File: src/rtl/pc_seq_pkg.sv
// pc_seq_pkg: state encodings and constants shared by the PC sequencer files.
package pc_seq_pkg;

    typedef enum logic [1:0] {
        IDLE  = 2'd0,
        RUN   = 2'd1,
        STEP  = 2'd2,
        FAULT = 2'd3
    } state_e;

    localparam int IMEM_BYTES_DEF = 128;
    localparam logic [7:0] PC_INC = 8'd4;

endpackage

File: src/rtl/pc_sequencer_next_sel.sv
// pc_next_sel: combinational next-PC select; jump beats taken branch beats PC+4, all modulo 256.
module pc_next_sel
    import pc_seq_pkg::*;
(
    input  logic [7:0]  pc_i,
    input  logic        zero_i,
    input  logic        branch_i,
    input  logic        jump_i,
    input  logic [31:0] seimm_i,
    input  logic [25:0] jump_value_i,
    output logic [7:0]  next_pc_o
);

    logic [7:0] seq_pc;
    logic [7:0] br_pc;
    logic       unused_hi;

    assign seq_pc = pc_i + PC_INC;
    // Only the low offset bits matter once shifted into an 8-bit address space.
    assign br_pc = seq_pc + {seimm_i[5:0], 2'b00};
    assign next_pc_o = jump_i ? {jump_value_i[5:0], 2'b00} : (branch_i && zero_i) ? br_pc : seq_pc;
    assign unused_hi = ^{seimm_i[31:6], jump_value_i[25:6]};

endmodule

File: src/rtl/pc_sequencer.sv
// pc_sequencer: run/step/halt PC sequencer with sticky PC-range fault.
// Define PC_RETIRE_CNT_EN to add the 16-bit RetireCnt output.
module pc_sequencer
    import pc_seq_pkg::*;
#(
    parameter int IMEM_BYTES = IMEM_BYTES_DEF
) (
    input  logic        clk,
    input  logic        reset,
    input  logic        run,
    input  logic        step,
    input  logic        halt_req,
    input  logic        Zero,
    input  logic        Branch,
    input  logic        Jump,
    input  logic [31:0] SEImm,
    input  logic [25:0] JumpValue,
`ifdef PC_RETIRE_CNT_EN
    output logic [15:0] RetireCnt,
`endif
    output logic [7:0]  ReadAddr,
    output logic        Exec,
    output logic [1:0]  State,
    output logic        Fault
);

    localparam logic [8:0] LIMIT = 9'(IMEM_BYTES);

    state_e     state_q, state_d;
    logic [7:0] pc_q, pc_d, npc;
    logic       fault_q, fault_d;
    logic       oob, commit;

    pc_next_sel u_next_sel (
        .pc_i        (pc_q),
        .zero_i      (Zero),
        .branch_i    (Branch),
        .jump_i      (Jump),
        .seimm_i     (SEImm),
        .jump_value_i(JumpValue),
        .next_pc_o   (npc)
    );

    always_comb begin
        Exec = (state_q == RUN && !halt_req) || state_q == STEP;
        oob = {1'b0, npc} >= LIMIT;
        commit = Exec && !oob;
        pc_d = commit ? npc : pc_q;
        fault_d = fault_q || (Exec && oob);
        state_d = state_q;
        case (state_q)
            IDLE:    state_d = run ? RUN : step ? STEP : IDLE;
            RUN:     state_d = (Exec && oob) ? FAULT : halt_req ? IDLE : RUN;
            STEP:    state_d = oob ? FAULT : IDLE;
            default: state_d = FAULT;
        endcase
    end

    always_ff @(posedge clk) begin
        if (reset) begin
            state_q <= IDLE;
            pc_q    <= 8'h00;
            fault_q <= 1'b0;
        end else begin
            state_q <= state_d;
            pc_q    <= pc_d;
            fault_q <= fault_d;
        end
    end

`ifdef PC_RETIRE_CNT_EN
    logic [15:0] cnt_q;

    always_ff @(posedge clk) begin
        cnt_q <= reset ? 16'h0000 : cnt_q + 16'(commit);
    end

    assign RetireCnt = cnt_q;
`endif

    assign ReadAddr = pc_q;
    assign State = state_q;
    assign Fault = fault_q;

endmodule

File: config.mk
export PLATFORM = sky130hd
export DESIGN_NAME = pc_sequencer
export DESIGN_NICKNAME = d
export VERILOG_FILES = /design/src/rtl/pc_seq_pkg.sv /design/src/rtl/pc_sequencer_next_sel.sv /design/src/rtl/pc_sequencer.sv
export SDC_FILE = /design/constraint.sdc
export NUM_CORES = 1
export LEC_CHECK = 0
export BUFFER_PORTS_ARGS = -buffer_cell sky130_fd_sc_hd__buf_2
export CAP_MARGIN = 40
export CORE_AREA = 2 2 52 54
export CTS_CLUSTER_SIZE = 16
export DETAILED_ROUTE_END_ITERATION = 12
export DIE_AREA = 0 0 54 56
export PLACE_DENSITY_LB_ADDON = 0.12
export SLEW_MARGIN = 20
export SYNTH_ARGS = -nofsm -noshare
export SYNTH_HDL_FRONTEND = slang
export SYNTH_SLANG_ARGS = --single-unit
File: constraint.sdc
create_clock -name clk -period 3.2 [get_ports clk]
set_input_delay 0.32 -clock clk [delete_from_list [all_inputs] [get_ports clk]]
set_output_delay 0.32 -clock clk [all_outputs]
set_load 0.01 [all_outputs]
==> impl_metrics.csv, run 1 <==
group,metric,value,unit
cells_and_area,fillers,259,
grt,grt_pass1_wl,3.30,mm
pwr,vdd_ir_drop_max,279,uV
clock_tree,htree_levels,1,
synth,syn_area,850,um^2
grt,antenna_found_initial,0,
cells_and_area,drive_gt1_share,30.0,%
worst_hold_path,holdPathEnd,"Fault",
setup_path,critPathMaxFanout,6,
setup_path,r2r_start,"ReadAddr[2]",
setup_path,rrSetupSlack,0.37,ns
clock_tree,clk_transition_reported_paths,0.07,ns
synth,syn_inst,98,
grt,grt_pass1_vias,767,
drt,drtIter0Drc,7,
cells_and_area,fin_area,1050,um^2
worst_hold_path,min_path_cells,2,
synth,synth.most_common_cell,"dfxtp_1",
clock_tree,clk_latency,0.26,ns
clock_tree,ctsResizeCount,0,
drt,vias,810,
clock_tree,cts_max_path_buffers,2,
grt,grt_usage,14.3,%
synth,synthFlopType,"dfxtp_1",
pwr,power_leakage,0.552,nW
timing,final.setup_skew,0.00126,ns
drt,wl_per_cell,11.6,um
timing,period_share,88.4,%
floorplan,die-area,3020,um^2
cells_and_area,diodes,0,
setup_path,path_class,"register to register",
synth,synthTopCellsByArea,"dfxtp_1 (26%), ha_1 (10%), mux2i_1 (7.1%)",
floorplan,dieHeight,56,um
grt,grt_max_degree,11,
clock_tree,numCtsBuffers,3,
cells_and_area,nNetsFinal,205,
synth,ys_async_sr_fraction,0,%
synth,ys_top_cells_by_count,"dfxtp_1 (11), ha_1 (7), nand2_1 (7), nor2_1 (7)",
setup_path,rr_worst_depth,9,
synth,syn_nets,172,
clock_tree,post_cts_buffers,0,
setup_path,critPathRequiredTime,3.35,ns
place,detailed_place_hpwl,1.54,mm
timing,slew_headroom,74.3,%
grt,grt-ovfl-total,0,
timing,max_freq,354,MHz
synth,synth_seq_cells,11,
timing,setup_viol,0,
place,gp_congestion,0.736,
setup_path,start_kind,"register",
pwr,p_total,352,uW
synth,yosysWarnings,0,
synth,syn_area_per_cell,8.67,um^2
drt,routed_wl,1.85,mm
worst_hold_path,hp-class,"primary input to register",
drt,drc_errors,0,
timing,fin_tns_setup,0,ns
pwr,powerDensity,335,nW/um^2
synth,yosysTopAreaCellShare,25.9,%
setup_path,regToRegEndpoint,"ReadAddr[2]",
clock_tree,cts.sinks,11,
floorplan,design.portCount,78,
synth,ys_seq_area_share,25.9,%
timing,tightest_slew,0.380,ns
timing,finalHoldViolCount,0,
place,portBuffers,31,
clock_tree,cts_root_buf,"clkbuf_4",
drt,drtAntennaViolNets,0,
setup_path,end_kind,"register",
synth,synth_top_area_cell,"dfxtp_1",
floorplan,row_count,18,
synth,synth_edf_count,0,
worst_hold_path,hold_start,"reset",
floorplan,start_util,34.9,%
setup_path,worstPathArrival,2.98,ns
synth,ys_types,35,
run,maxCapViolCount,0,
timing,rsz0062_at_grt,"false",
clock_tree,cts_tree,"built",
floorplan,die_w,54,um
drt,drtPass1Iterations,4,
drt,vias_per_cell,5.06,
timing,slew_violations,0,
clock_tree,cts_hold_buf,0,
cells_and_area,area_growth,23.6,%
timing,period_needed,2.83,ns
floorplan,design.core.area,2430,um^2
place,placed_area,1020,um^2
outcome,status,"finished clean",
[layout by cell type, fill, tap and decap left out, types with 2 or more instances in the layout]
cell type and instances:
a211oi_1 6, a21o_1 3, a21oi_1 5, and2_1 2, buf_2 31, clkbuf_4 3, dfxtp_1 11, ha_1 7
inv_1 4, mux2_4 2, mux2i_1 6, nand2_1 7, nand2b_1 2, nand3_1 3, nor2_1 7, o211ai_1 4
o21ai_0 3, xnor2_1 2, xor2_1 5
[worst max path at each step]
stage	slack, ns	endpoint	startpoint
finish	0.37	ReadAddr[2]	ReadAddr[2]
global route	0.16	ReadAddr[2]	ReadAddr[2]
CTS	0.31	ReadAddr[2]	ReadAddr[2]
detailed placement	0.33	ReadAddr[2]	ReadAddr[2]
global placement	0.38	ReadAddr[4]	ReadAddr[2]
floorplan	0.60	ReadAddr[2]	ReadAddr[2]
[power by group]
part	internal, mW	switching [mW]	total [mW]
Combinational	0.0513	0.0557	0.107
Sequential	0.143	0.00938	0.153
Clock	0.0481	0.0441	0.0922
Total	0.243	0.109	0.352
[sequential cells by signal, summed over array words and instances (netlist names)]
| name | cells |
|---|---|
| State | 2 |
| Fault | 1 |
| ReadAddr | 8 |
[layer usage]
metal	up-vias	part of all wire, %	track usage [%]	wire length, um
met5	-	0	0	0
met4	0	0	1.07	0
met3	0	5.0	4.84	93
met2	18	47	22.8	873
met1	367	48	19.1	885
li1	425	-	-	-
[final cells by class]
| type | count | area, um^2 | share of cell area (%) |
|---|---|---|---|
| inverters | 5 | 18.8 | 1.79 |
| flip-flops and latches | 11 | 220 | 21.0 |
| clock buffers | 4 | 26.3 | 2.50 |
| repair buffers | 31 | 155 | 14.8 |
| well taps | 30 | 37.5 | 3.58 |
| multi-input cells | 79 | 592 | 56.4 |
[critical path, stage by stage, from the launching register on]
cell and delay, ns:
dfxtp_1 0.43, ha_1 0.22, nand3_1 0.10, xnor2_1 0.16
ha_1 0.35, nand4_1 0.11, a211oi_1 0.35, nor4_1 0.11
or3_1 0.55, mux2_4 0.35
[metrics by stage]
stage               instances  util [%]  hold slack [ns]  worst slack (ns)
finish                    160      43.2            0.360             0.372
global route              160      43.2            0.348             0.159
CTS                       160      43.2            0.345             0.315
detailed placement        156      42.1            0.442             0.334
global placement          156      42.1            0.439             0.381
floorplan                  98         -            0.499             0.597
[cells by family (layout without fill, tap and decap cells)]
kind of cell | after synthesis | after routing | share of synthesized area [%]
buf+inv | 8 | 40 | 4.42
compound gates | 26 | 26 | 20.8
fa+ha+maj | 8 | 8 | 12.7
flops | 11 | 11 | 25.9
xor+xnor | 7 | 7 | 7.22
mux | 8 | 8 | 10.6
simple gates | 30 | 30 | 18.4
(Power assumes the default switching activity.)
==> inputs of run 2 (changes only) <==
Settings changed: CORE_AREA 2 2 52 54 to 2 2 60 48, DIE_AREA 0 0 54 56 to 0 0 62 50.
==> run 2 against run 1 <==
Against the previous run:
- maximum frequency up 1.2%
- clock skew up 0.0013 ns
- non-clock buffer count unchanged
- critical path depth unchanged
- global-route usage down 0.70 points
- cell count up 3.8%
- sequential cell count unchanged
- wire length down 0.22%
- register-to-register slack better by 0.03 ns
- hold slack worse by 0.011 ns
- die area up 2.5%
- clock-buffer cell count unchanged
==> impl_metrics.csv, run 2 (synthesis gave the netlist of run 1 again) <==
group,metric,value,unit
outcome,status,"finished clean",
cells_and_area,fin_cells,166,
grt,grt_max_degree,11,
timing,max_freq,358,MHz
floorplan,dieHeight,50,um
timing,fin_tns_setup,0,ns
clock_tree,clk_transition_reported_paths,0.07,ns
timing,fin_ws,0.405,ns
timing,period_share,87.4,%
drt,wl_per_cell,11.1,um
grt,antenna_found_initial,0,
grt,grt_usage,13.6,%
pwr,p_total,354,uW
timing,period_needed,2.80,ns
drt,drc_errors,0,
cells_and_area,final_cell_mix,"buf_2 (31), dfxtp_1 (11), nor2_1 (7), nand2_1 (7), ha_1 (7)",
setup_path,cpPeakStageDelay,0.54,ns
cells_and_area,nNetsFinal,205,
place,detailed_place_hpwl,1.55,mm
cells_and_area,utilization,42.3,%
setup_path,rrSetupSlack,0.40,ns
place,gp_congestion,0.777,
cells_and_area,fillers,264,
clock_tree,cts_max_path_buffers,2,
pwr,power_leakage,0.552,nW
clock_tree,cts_hold_buf,0,
setup_path,start_kind,"register",
clock_tree,numCtsBuffers,3,
setup_path,crit_chain,"ha_1 > nand3_1 > xnor2_1 > ha_1 > nand4_1 > a211oi_1 > nor4_1 > or3_1 > mux2_4",
setup_path,critPathRequiredTime,3.36,ns
clock_tree,ctsResizeCount,0,
drt,drtAntennaViolNets,0,
timing,slew_violations,0,
setup_path,slowest_stage,"or3_1",
clock_tree,cts_tree,"built",
drt,routed_wl,1.85,mm
cells_and_area,area_growth,24.4,%
floorplan,start_util,34.0,%
cells_and_area,drive_gt1_share,30.0,%
setup_path,critPathMaxFanout,6,
drt,drtPass1Iterations,5,
clock_tree,cts.sinks,11,
place,post-place-ws,0.399,ns
timing,rsz0062_at_grt,"false",
setup_path,worstPathArrival,2.96,ns
cells_and_area,final_common_cell,"buf_2",
clock_tree,htree_levels,1,
place,portBuffers,31,
clock_tree,clk_latency,0.27,ns
place,dp.cells,162,
floorplan,design.core.area,2500,um^2
timing,tightest_slew,0.371,ns
worst_hold_path,holdPathEnd,"State[1]",
clock_tree,post_cts_buffers,0,
grt,grt_pass1_vias,679,
run,maxCapViolCount,0,
setup_path,rr_worst_depth,9,
grt,grt-ovfl-total,0,
timing,finalHoldViolCount,0,
timing,slew_headroom,74.9,%
drt,vias,782,
pwr,vdd_ir_drop_max,167,uV
setup_path,path_common_cell,"ha_1",
setup_path,path_depth,9,
worst_hold_path,hold_start,"reset",
timing,whs,0.348,ns
floorplan,die-area,3100,um^2
floorplan,design.portCount,78,
cells_and_area,fin_area,1060,um^2
worst_hold_path,hp-class,"primary input to register",
timing,final.setup_skew,0.00251,ns
grt,grt_pass1_wl,3.13,mm
cells_and_area,largest_register_ffs,8,
setup_path,crit_family,"simple AND/OR/NAND/NOR gates",
setup_path,path_buf_inv,0,
floorplan,row_count,16,
setup_path,regToRegEndpoint,"ReadAddr[4]",
setup_path,r2r_start,"ReadAddr[2]",
cells_and_area,diodes,0,
drt,drtIter0Drc,24,
timing,setup_viol,0,
clock_tree,cts_root_buf,"clkbuf_4",
pwr,powerDensity,335,nW/um^2
setup_path,path_class,"register to register",
worst_hold_path,min_path_cells,2,
setup_path,end_kind,"register",
place,placed_area,1030,um^2
drt,vias_per_cell,4.71,
floorplan,die_w,62,um
## run 2: cell counts in the layout (fill, tap and decap cells not counted)
Identical to the previous run, type by type.
## run 2: worst max path at each step
stage                       end  slack [ns]        start
floorplan           ReadAddr[2]        0.60  ReadAddr[2]
global placement    ReadAddr[2]        0.40  ReadAddr[2]
global route        ReadAddr[2]        0.20  ReadAddr[3]
detailed placement  ReadAddr[4]        0.40  ReadAddr[3]
finish              ReadAddr[4]        0.40  ReadAddr[2]
CTS                 ReadAddr[2]        0.39  ReadAddr[3]
## run 2: layout make-up
| type | count | area [um^2] | share of cell area, % |
|---|---|---|---|
| Inverter | 5 | 18.8 | 1.78 |
| Multi-Input combinational cell | 79 | 592 | 56.0 |
| Sequential cell | 11 | 220 | 20.8 |
| Tap cell | 36 | 45.0 | 4.26 |
| Timing Repair Buffer | 31 | 155 | 14.7 |
| Clock buffer | 4 | 26.3 | 2.49 |
## run 2: routing by layer
layer | vias to the layer above | track usage [%] | share of wire [%]
li1 | 422 | - | -
met1 | 341 | 19.2 | 51
met2 | 17 | 19.1 | 42
met3 | 2 | 6.82 | 6.2
met4 | 0 | 1.06 | 0.43
met5 | - | 0 | 0
## run 2: where the power goes
group,total (mW),internal [mW],leakage (nW),switching (mW)
clock,0.0936,0.0483,0.0150,0.0453
combinational,0.107,0.0513,0.448,0.0561
sequential,0.153,0.144,0.0893,0.00950
total,0.354,0.243,0.552,0.111
